## config.mk

```make
export PLATFORM = sky130hd
export DESIGN_NAME = gate_ref
export DESIGN_NICKNAME = d
export VERILOG_FILES = /design/src/rtl/truth_pkg.sv /design/src/rtl/gate_ref.sv
export SDC_FILE = /design/constraint.sdc
export NUM_CORES = 1
export LEC_CHECK = 0
export BUFFER_PORTS_ARGS = -buffer_cell sky130_fd_sc_hd__buf_4
export CAP_MARGIN = 20
export CORE_AREA = 2 2 39 41
export DETAILED_ROUTE_END_ITERATION = 6
export DIE_AREA = 0 0 41 43
export PLACE_DENSITY = 0.3
export SYNTH_ARGS = -nofsm -noshare
export SYNTH_HDL_FRONTEND = slang
export SYNTH_SLANG_ARGS = --single-unit
```

## constraint.sdc

```tcl
create_clock -name vclk -period 1
set_input_delay 0.1 -clock vclk [all_inputs]
set_output_delay 0.1 -clock vclk [all_outputs]
set_load 0.005 [all_outputs]
```

## src/rtl/truth_pkg.sv

```systemverilog
// Shared definitions for the truth-table checker: gate encodings, FSM states,
// the captured-row layout and the reference gate function.
package truth_pkg;

  typedef enum logic [2:0] {
    OP_NAND = 3'd0,
    OP_AND  = 3'd1,
    OP_OR   = 3'd2,
    OP_XOR  = 3'd3,
    OP_NOTA = 3'd4,
    OP_NOR  = 3'd5,
    OP_XNOR = 3'd6,
    OP_RSVD = 3'd7
  } op_e;

  typedef enum logic [1:0] {
    S_IDLE = 2'd0,
    S_RUN  = 2'd1,
    S_DONE = 2'd2
  } state_e;

  typedef struct packed {
    logic a;
    logic b;
    logic out;
  } row_t;

  // Reserved op yields 0 here; the checker flags every such row as a mismatch.
  function automatic logic gate_exp(input op_e op, input logic a, input logic b);
    case (op)
      OP_NAND: gate_exp = ~(a & b);
      OP_AND:  gate_exp = a & b;
      OP_OR:   gate_exp = a | b;
      OP_XOR:  gate_exp = a ^ b;
      OP_NOTA: gate_exp = ~a;
      OP_NOR:  gate_exp = ~(a | b);
      OP_XNOR: gate_exp = ~(a ^ b);
      default: gate_exp = 1'b0;
    endcase
  endfunction

endpackage

```

## src/rtl/gate_ref.sv

```systemverilog
// Combinational reference gate: expected output for one row under a given op.
module gate_ref
  import truth_pkg::*;
(
  input  op_e  op,
  input  logic a,
  input  logic b,
  output logic exp
);

  assign exp = gate_exp(op, a, b);

endmodule

```

======== Word level (Yosys, flattened, before mapping) ========
Index checks and enable logic that the tools add are counted.
storage, ports and cells
  input port bits ......................... 5
  output and inout bits ................... 1
  word-level logic and storage cells ...... 15
  flip-flop bits (word level) ............. 0
operators by class
  multiplexer cells ....................... 1
  reduce and logical (&&, ||, !) cells .... 1
  bitwise gates (word level) .............. 7
  eq/ne operators ......................... 6
operators by type and width
  cell                                                              number
  3-bit == test (second input constant)                             3
  1-bit case mux with 7 select lines                                1
  3-bit by 2-bit == test with 1-bit output (second input constant)  2
  1-bit NOT                                                         4
  3-bit by 1-bit == test with 1-bit output (second input constant)  1
  3-bit zero test                                                   1
  1-bit AND                                                         1
  1-bit bitwise OR                                                  1
  1-bit bitwise XOR                                                 1

======== Longest topological paths before layout ========
  depth in word-level cells ............... 3
  mapped depth ............................ 5
  gate-level depth less buffers ........... 5

======== Worst setup path before layout ========
OpenSTA, ideal clock, no wires.
  path kind ............................... input port to output port
  start point ............................. input port a
  end point ............................... output port exp
  buffers on the path ..................... 0
  data arrival time ....................... 0.793 ns
  stages .................................. 5
  required time ........................... 0.900 ns
  setup slack ............................. 0.107 ns
  cells stage by stage .................... inv_1 -> ha_1 -> and4b_1 -> a21oi_2 -> o221ai_1
between the ends
  cells in the longest elaborated chain, start to end .. 3
  elaborated cells between the ends (all ways) .. 8
  those cells by class .................... mux: 1; bitwise: 7
ends and longest elaborated chain
  element                                    line                                               text
  start: declaration                         gate_ref.sv:6                                      input logic a,
  1-bit bitwise XOR (tied with other cells)  truth_pkg.sv:34, truth_pkg.sv:37
  1-bit NOT, on equally long branches        truth_pkg.sv:37, truth_pkg.sv:31, truth_pkg.sv:36
  1-bit case mux with 7 select lines (*)     truth_pkg.sv:30                                    case (op)
  end: declaration                           gate_ref.sv:8                                      output logic exp
Every way passes the cells marked *; elsewhere a longest branch is shown, timed or not.

======== Worst setup path after layout ========
  start point ............................. input port b
  end point ............................... output port exp
between the ends
  cells in the longest elaborated chain, start to end .. 3
  elaborated cells between the ends (all ways) .. 7
  those cells by class .................... mux: 1; bitwise: 6
ends and longest elaborated chain
  element                                    line                                               text
  start: declaration                         gate_ref.sv:7                                      input logic b,
  1-bit bitwise XOR (tied with other cells)  truth_pkg.sv:34, truth_pkg.sv:37
  1-bit NOT, on equally long branches        truth_pkg.sv:37, truth_pkg.sv:31, truth_pkg.sv:36
  1-bit case mux with 7 select lines (*)     truth_pkg.sv:30
Marks and branches as above.

==> summary.txt <==
Outcome -> finished with violations
Violations in the final reports -> negative setup slack
Number of buffers inserted for hold repair after clock tree synthesis -> 0
Portion of total power attributed to combinational logic -> 100.0%
Seq Cell Count -> 0
Die Height -> 43 um
Final nets -> 29
Crit path to -> exp
Number of nets in the synthesized netlist -> 20
Leakage -> 0.0000956 uW
Aggregate global-route resource usage -> 4.40%
Final hold violation count -> 0
Net switching power -> 36.2 uW
Worst Setup Path Type -> input pin to output port
Max Fclk -> 912 MHz
Worst-case setup margin in the final layout -> -0.0969 ns
Floorplan die width -> 41 um
Slew at the pin closest to its max-slew limit -> 0.184 ns
Number of distinct library cell variants in the gate-level netlist after synthesis -> 9
Total of fill cells in the finished design -> 159
Setup crit end kind -> output port
Internal power consumption -> 51.2 uW
Remaining global-route overflow -> 0
Max cap viols -> 0
Area taken by flip-flops and latches -> 0 um^2
Routed wire per std cell -> 8.86 um
Sequential share of power -> 0%
Count of clock-net buffers in the final layout -> 0
Commonest non-fill, non-tap cell in the layout -> sky130_fd_sc_hd__buf_4
CP arrival -> 1.00 ns
Part of the cycle the worst path needs -> 110%
Detail-routed via count per cell -> 3.36
Peak supply drop -> 0.000140 V
Antenna violations before repair -> 0
I/O Buffers -> 6
Unrepaired setup endpoints after global routing -> true
CP Cell Sequence -> buf_8 -> inv_4 -> ha_4 -> and4b_1 -> a21oi_2 -> o221ai_2 -> buf_4
Wire length of the first global-routing pass -> 565 um
Violation count after the first detailed-routing iteration -> 0
Final slew viol count -> 0
Row count -> 14
Die Outline Area -> 1760 um^2
Via count -> 121
Critical path's top delay family -> buffers and inverters
Ports -> 6
Vias in the first global route -> 141
Number of standard cells in the final layout excluding fillers -> 36
Total power divided by cell area -> 409 nW/um^2
Post CTS Setup Buffer Count -> 0
Data required time of the critical path -> 0.90 ns
Pin count of the biggest net entering global routing -> 5
TNS Setup -> -0.0969 ns
Yosys synthesis warning count -> 0
Number of antenna repair diodes -> 0
Crit path largest cell delay -> 0.19 ns
Final wirelength -> 319 um
Post-synthesis instance area -> 105 um^2
Post-synthesis to final-layout area growth -> 104%
Fraction of the yosys area taken by sequential cells -> 0%
Crit start category -> input pin
Cells after DPL -> 36
DR DRC count -> 0
Syn Inst Count -> 13
Time the final worst path needs with I/O delays and setup -> 1.10 ns
Combined buffer and inverter count along the critical path -> 3
Launch point of the critical path -> b
Slowest library cell on the worst path -> sky130_fd_sc_hd__ha_4
Clock network power share -> 0%
Synthesized area divided by synthesized cell count -> 8.08 um^2
Number of gates on the worst path with buffers counted -> 7
Antenna viol nets, final -> 0
Type of the most critical hold path -> input pin to output port
Slew HR -> 87.4%
Fraction of final layout cells sized beyond drive strength 1 -> 65.0%
Floorplan core area -> 1380 um^2
Count of TritonRoute iterations in the first routing pass -> 1
# setup viols final -> 1
Highest net fanout along the worst path -> 2
Starting Density -> 7.59%
Net switching share of the total power -> 41.4%
Most frequent cells in the layout -> sky130_fd_sc_hd__buf_4 (5), sky130_fd_sc_hd__mux2i_1 (2)
Global placement routability congestion -> 0.530
[cell usage after synthesis (all sizes together)]
library cell  instances  area (um^2)
nand2                 1         3.75
or2b                  1         7.51
ha                    2         25.0
nor2                  1         3.75
inv                   2         7.51
a21oi                 1         8.76
and4b                 1         10.0
mux2i                 3         30.0
o221ai                1         8.76
[power groups by stage]
| stage | sequential, uW | combinational (uW) | clock, uW |
|---|---|---|---|
| detailed placement | 0 | 66.0 | 0 |
| floorplan | 0 | 28.3 | 0 |
| CTS | 0 | 82.2 | 0 |
| finish | 0 | 87.4 | 0 |
| global placement | 0 | 62.2 | 0 |
| global route | 0 | 96.3 | 0 |
[how the worst min path moves through the flow]
stage / start / to / slack [ns] / depth (start not counted)
2_1_floorplan: op[0] / exp / 0.32 / 1
5_1_grt: op[0] / exp / 0.56 / 3
3_5_place_dp: op[0] / exp / 0.56 / 3
3_3_place_gp: op[0] / exp / 0.57 / 3
6_report: op[0] / exp / 0.54 / 3
4_1_cts: op[0] / exp / 0.54 / 3
[area by class of cell]
class | instances | area (um^2) | share of cell area (%)
repair buffers | 7 | 63.8 | 29.8
well taps | 16 | 20.0 | 9.36
inverters | 2 | 10.0 | 4.68
multi-input cells | 11 | 120 | 56.1
[through the flow]
step / instance area (um^2) / setup slack [ns] / hold WS [ns] / total power, uW / util (%)
floorplan: 105 / 0.107 / 0.320 / 28.3 / -
global placement: 178 / -0.163 / 0.575 / 62.2 / 12.8
detailed placement: 178 / -0.167 / 0.564 / 66.0 / 12.8
CTS: 210 / -0.0798 / 0.539 / 82.2 / 15.2
global route: 214 / -0.163 / 0.557 / 96.3 / 15.5
finish: 214 / -0.0969 / 0.540 / 87.4 / 15.5
[cell families (layout without fill, tap and decap cells)]
kind of cell / count (synthesis) / in the layout / synth area share [%]
buf+inv: 2 / 9 / 7.15
fa+ha+maj: 2 / 2 / 23.8
compound gates: 2 / 2 / 16.7
mux: 3 / 3 / 28.6
simple gates: 4 / 4 / 23.8
[what timing repair did]
item | in CTS | in global routing
resized for setup | 8 | 1
setup endpoints to repair | 1 | 1
pin swaps | 2 | 2
[layer usage]
layer / GRT usage (%) / vias to the layer above / wire, um
li1: - / 61 / -
met1: 5.70 / 54 / 143
met2: 7.81 / 6 / 144
met3: 0.524 / 0 / 31
met4: 0 / 0 / 0
met5: 0 / - / 0
(Power assumes the default switching activity.)
